--- src/rtl/bcd_to_ex3_serializer.sv ---
// bcd_to_ex3_serializer
// Accepts parallel BCD digits over valid/ready, converts each to Excess-3
// and shifts the 4-bit code out on a single serial line, one bit per clock,
// with back-to-back frames and no idle gap between queued digits.
// A one-entry holding register (stage p0) decouples the producer from the
// shifter (stage p1).
// Optional feature macro: BCD2EX3_IDLE_FILL_EN -- when defined, the shifter
// never idles and emits fill frames 0011 (Excess-3 of 0) with frame=0, busy=0.
`timescale 1ns/1ps
module bcd_to_ex3_serializer #(
   parameter bit LSB_FIRST = 1'b1
) (
   input  logic       clk,
   input  logic       rst,
   input  logic [3:0] bcd_in,
   input  logic       in_valid,
   output logic       in_ready,
   output logic       outp,
   output logic       frame,
   output logic       busy,
   output logic       err
);

   localparam int         DATA_W    = 4;
   localparam logic [3:0] FILL_CODE = 4'd3;
`ifdef BCD2EX3_IDLE_FILL_EN
   localparam bit         FILL_EN   = 1'b1;
`else
   localparam bit         FILL_EN   = 1'b0;
`endif

   typedef enum logic [0:0] {IDLE, SHIFT} state_t;

   state_t              state_q, state_d;
   logic [1:0]          cnt_q, cnt_d;

   // stage p0: holding register (stores the already-encoded Excess-3 code)
   logic [DATA_W-1:0]   hold_p0;
   logic                vld_p0;

   // stage p1: shift register holding the not-yet-emitted bits of a frame
   logic [DATA_W-1:0]   sh_p1, sh_d;

   logic                outp_d, frame_d, busy_d;
   logic                take_p0;
   logic                load;
   logic                accept;
   logic [DATA_W-1:0]   load_code;

   // Excess-3 encode; invalid digits (10..15) are replaced by 0 -> 0011
   function automatic logic [DATA_W-1:0] ex3_encode(input logic [DATA_W-1:0] d);
      if (d > 4'd9)
         return 4'd3;
      else
         return d + 4'd3;
   endfunction

   function automatic logic bcd_invalid(input logic [DATA_W-1:0] d);
      return (d > 4'd9);
   endfunction

   // bit that goes on the line when a code is loaded or shifted
   function automatic logic first_bit(input logic [DATA_W-1:0] c);
      return LSB_FIRST ? c[0] : c[DATA_W-1];
   endfunction

   // remaining bits after the leading one has been emitted
   function automatic logic [DATA_W-1:0] after_first(input logic [DATA_W-1:0] c);
      return LSB_FIRST ? {1'b0, c[DATA_W-1:1]} : {c[DATA_W-2:0], 1'b0};
   endfunction

   assign in_ready  = ~vld_p0;
   assign accept    = in_valid & in_ready;
   assign load_code = vld_p0 ? hold_p0 : FILL_CODE;

   // next-state and registered-output decode for the shifter FSM
   always_comb begin
      state_d = state_q;
      cnt_d   = cnt_q;
      sh_d    = sh_p1;
      outp_d  = outp;
      frame_d = 1'b0;
      busy_d  = busy;
      take_p0 = 1'b0;
      load    = 1'b0;
      case (state_q)
         IDLE: begin
            if (vld_p0 || FILL_EN) begin
               load = 1'b1;
            end else begin
               outp_d = 1'b0;
               busy_d = 1'b0;
            end
         end
         SHIFT: begin
            if (cnt_q != 2'd3) begin
               outp_d = first_bit(sh_p1);
               sh_d   = after_first(sh_p1);
               cnt_d  = cnt_q + 2'd1;
            end else if (vld_p0 || FILL_EN) begin
               load = 1'b1;
            end else begin
               state_d = IDLE;
               cnt_d   = 2'd0;
               outp_d  = 1'b0;
               busy_d  = 1'b0;
            end
         end
         default: begin
            state_d = IDLE;
            cnt_d   = 2'd0;
            outp_d  = 1'b0;
            busy_d  = 1'b0;
         end
      endcase
      // a frame boundary load: real digit from hold, or a fill frame
      if (load) begin
         state_d = SHIFT;
         cnt_d   = 2'd0;
         outp_d  = first_bit(load_code);
         sh_d    = after_first(load_code);
         frame_d = vld_p0;
         busy_d  = vld_p0;
         take_p0 = vld_p0;
      end
   end

   // FSM state, bit counter and registered serial outputs
   always_ff @(posedge clk or negedge rst) begin
      if (!rst) begin
         state_q <= IDLE;
         cnt_q   <= 2'd0;
         outp    <= 1'b0;
         frame   <= 1'b0;
         busy    <= 1'b0;
      end else begin
         state_q <= state_d;
         cnt_q   <= cnt_d;
         outp    <= outp_d;
         frame   <= frame_d;
         busy    <= busy_d;
      end
   end

   // holding-register occupancy and sticky invalid-digit flag
   always_ff @(posedge clk or negedge rst) begin
      if (!rst) begin
         vld_p0 <= 1'b0;
         err    <= 1'b0;
      end else begin
         if (accept)
            vld_p0 <= 1'b1;
         else if (take_p0)
            vld_p0 <= 1'b0;
         if (accept && bcd_invalid(bcd_in))
            err <= 1'b1;
      end
   end

   // data path registers; qualified by vld_p0 / FSM state, so no reset
   always_ff @(posedge clk) begin
      if (accept)
         hold_p0 <= ex3_encode(bcd_in);
      sh_p1 <= sh_d;
   end

endmodule

--- config.mk ---
export PLATFORM = sky130hd
export DESIGN_NAME = bcd_to_ex3_serializer
export DESIGN_NICKNAME = d
export VERILOG_FILES = /design/src/rtl/bcd_to_ex3_serializer.sv
export SDC_FILE = /design/constraint.sdc
export NUM_CORES = 1
export LEC_CHECK = 0
export CAP_MARGIN = 20
export CORE_MARGIN = 10
export CORE_UTILIZATION = 35
export DETAILED_ROUTE_END_ITERATION = 8
export GPL_TIMING_DRIVEN = 0
export PLACE_DENSITY = 0.62
export RECOVER_POWER = 25
export SETUP_SLACK_MARGIN = 0.02
export SLEW_MARGIN = 10
export SYNTH_ARGS = -nofsm -noshare
export SYNTH_HDL_FRONTEND = slang
export SYNTH_SLANG_ARGS = --single-unit
--- constraint.sdc ---
create_clock -name clk -period 1.5 [get_ports clk]
set_input_delay 0.3 -clock clk [delete_from_list [all_inputs] [get_ports clk]]
set_output_delay 0.3 -clock clk [all_outputs]
set_load 0.005 [all_outputs]
==> results.json <==
{
  "outcome": "finished, final reports clean",
  "hold_violations": 0,
  "ys_ff_latch": 15,
  "hpwl_um": 861,
  "endpoint_kind": "flop",
  "syn_area_sq_um": 654,
  "synthSimpleGateAreaFrac": 0.138,
  "cts_made_buffers": 3,
  "die_w_um": 63.2,
  "relSlewSlack": 0.684,
  "cts.clk_slew.worst_paths_ns": 0.09,
  "yosysSeqAreaShare": 0.627,
  "worst_slack_ns": 0.0683,
  "drcViolationCount": 0,
  "syn2layout_area_growth_pct": 30.6,
  "synth_mux_area_frac": 0.0612,
  "syn_inst": 51,
  "ys.warnings.count": 0,
  "rr_worst_depth": 4,
  "drtIter0Drc": 6,
  "slew_viol_final": 0,
  "cts.htree.levels": 1,
  "placementRows": 15,
  "synth_cell_types": 23,
  "drt-total-wl_mm": 1.13,
  "final_cell_mix": "nand2_1, dfrtp_1, edfxtp_1, clkdlybuf4s50_1",
  "ys.flop_type": "dfrtp_1",
  "worstPathRequired_ns": 1.53,
  "setup_viol": 0,
  "antenna_cells": 0,
  "gp_congestion": 0.680,
  "core_area_sq_um": 1750,
  "vias": 427,
  "worst_pin_slew_ns": 0.474,
  "ir_drop_mv": 0.744,
  "cp.arrival_ns": 1.47,
  "grt_setup_unrepaired": "true",
  "avgViaCountPerCell": 4.59,
  "synth_top_family_by_area": "simple AND/OR/NAND/NOR gates",
  "crit_family": "flip-flops",
  "period_needed_ns": 1.43,
  "gr-total-overflow": 0,
  "synth_edf_count": 7,
  "cp_max_fo": 5,
  "period_share": 0.954,
  "synth_compound_area_frac": 0.0803,
  "final_util": 0.490,
  "syn_nets": 61,
  "cts_max_path_buffers": 2,
  "hp-class": "in -> async",
  "cts.sinks": 15,
  "io_buffers": 11,
  "fp.dieH_um": 63.2,
  "cts_tree": "done",
  "synthAdderAreaFrac": 0.0574,
  "synth-xor-area-share": 0.0134,
  "grt_max_degree": 10,
  "antenna_found_initial": 0,
  "slowest_stage": "dfrtp_1",
  "critical_path_depth": 4,
  "crit_type": "reg -> reg",
  "firstDrtPassIters": 2,
  "async_flop_share": 0.533,
  "final_antenna_net_count": 0,
  "avgSynthCellArea_sq_um": 12.8,
  "io_pins": 12,
  "crit_chain": "ha_2 -> nand2b_4 -> nand2_4 -> mux2_4",
  "wire_per_inst_um": 12.1,
  "dp_slack_ns": -0.267,
  "grt_pass1_vias": 459,
  "die_area_sq_um": 4000,
  "clk_latency_ns": 0.28,
  "crit_buf_inv": 0,
  "fin_worst_skew_ns": 0.00410,
  "leakagePower_nw": 0.400,
  "fmax_mhz": 698,
  "track_usage": 0.0641,
  "clock-root-buffer": "clkbuf_4",
  "fin_nets": 79,
  "drive_gt1_frac": 0.206,
  "finalSetupTns_ns": 0,
  "critPathLaunchType": "flop",
  "grt_pass1_wl_mm": 2.00,
  "p_per_area_nw_per_um2": 1790,
  "max-cap-violations": 0,
  "mostFrequentLayoutCell": "nand2_1",
  "max_stage_delay_ns": 0.41,
  "start_util": 0.375
}
flip-flops by register name, summed over array words and instances, names as in the netlist:
register and flops:
busy 1, cnt_q 2, err 1, frame 1, hold_p0 4, outp 1, sh_p1 3, state_q 1
vld_p0 1
path summary, 6_finish.rpt:
check / startpoint / endpoint / slack, ns
setup / recovery: cnt_q[0]$_DFFE_PN0P_ / sh_p1[1]$_DFFE_PP_ / 0.07
hold / removal: rst / state_q$_DFF_PN0_ / 0.36
setup reg to reg: cnt_q[0]$_DFFE_PN0P_ / sh_p1[1]$_DFFE_PP_ / 0.07
hold reg to reg: err$_DFFE_PN0P_ / err$_DFFE_PN0P_ / 0.47
max in group asynchronous: rst / vld_p0$_DFFE_PN0P_ / 0.84
min in group clk: err$_DFFE_PN0P_ / err$_DFFE_PN0P_ / 0.47
stage by stage:
step | power [W] | cell area, sq um | std cells | hold WS, ns
3_5_place_dp | 0.00127 | 796 | 87 | 0.462
3_3_place_gp | 0.00123 | 796 | 87 | 0.447
6_report | 0.00153 | 855 | 93 | 0.364
5_1_grt | 0.00166 | 855 | 93 | 0.374
4_1_cts | 0.00155 | 843 | 93 | 0.301
2_1_floorplan | 0.00106 | 654 | 51 | 0.00441
layer usage:
| layer | up-vias | wire [um] | global-route usage |
|---|---|---|---|
| met5 | - | 0 | 0 |
| li1 | 211 | - | - |
| met1 | 198 | 482 | 0.0628 |
| met3 | 2 | 83 | 0.0406 |
| met2 | 16 | 531 | 0.0990 |
| met4 | 0 | 27 | 0.0410 |
report_power, final:
part / internal [W] / leakage, nW / switching [W] / total [W]
clock network: 0.0000989 / 0.0177 / 0.000125 / 0.000224
registers: 0.000608 / 0.162 / 0.0000820 / 0.000690
logic: 0.000331 / 0.220 / 0.000285 / 0.000616
repair_timing:
| item | CTS | global route |
|---|---|---|
| hold buffers | 0 | 0 |
| endpoints found under the setup margin | 4 | 8 |
| pin swaps | 0 | 0 |
| gates resized for setup | 3 | 4 |
| buffers inserted | 2 | 0 |
worst reg2reg max path: stages (launching register included):
cell and delay [ns]:
dfrtp_1 0.41, ha_2 0.22, nand2b_4 0.17, nand2_4 0.10, mux2_4 0.30
cells by family after synthesis:
logic type | Yosys count
compound gates | 7
xor+xnor | 1
fa+ha+maj | 3
buf+inv | 4
flops | 15
mux | 3
simple gates | 18
cell type report:
class	count	area, sq um
timing repair buffer	13	129
clock inverter	1	5.00
sequential	15	412
tap	25	31.3
fill	174	891
inverter	4	15.0
clock buffer	3	22.5
multi-input combinational	32	240
synth_stat cells (2+ instances only):
cell / n / area, sq um
inv_1: 3 / 11.3
edfxtp_1: 7 / 210
mux2_4: 2 / 30.0
dfrtp_1: 8 / 200
nor2_1: 2 / 7.51
ha_1: 3 / 37.5
nand2_1: 10 / 37.5
(Power assumes the default switching activity.)
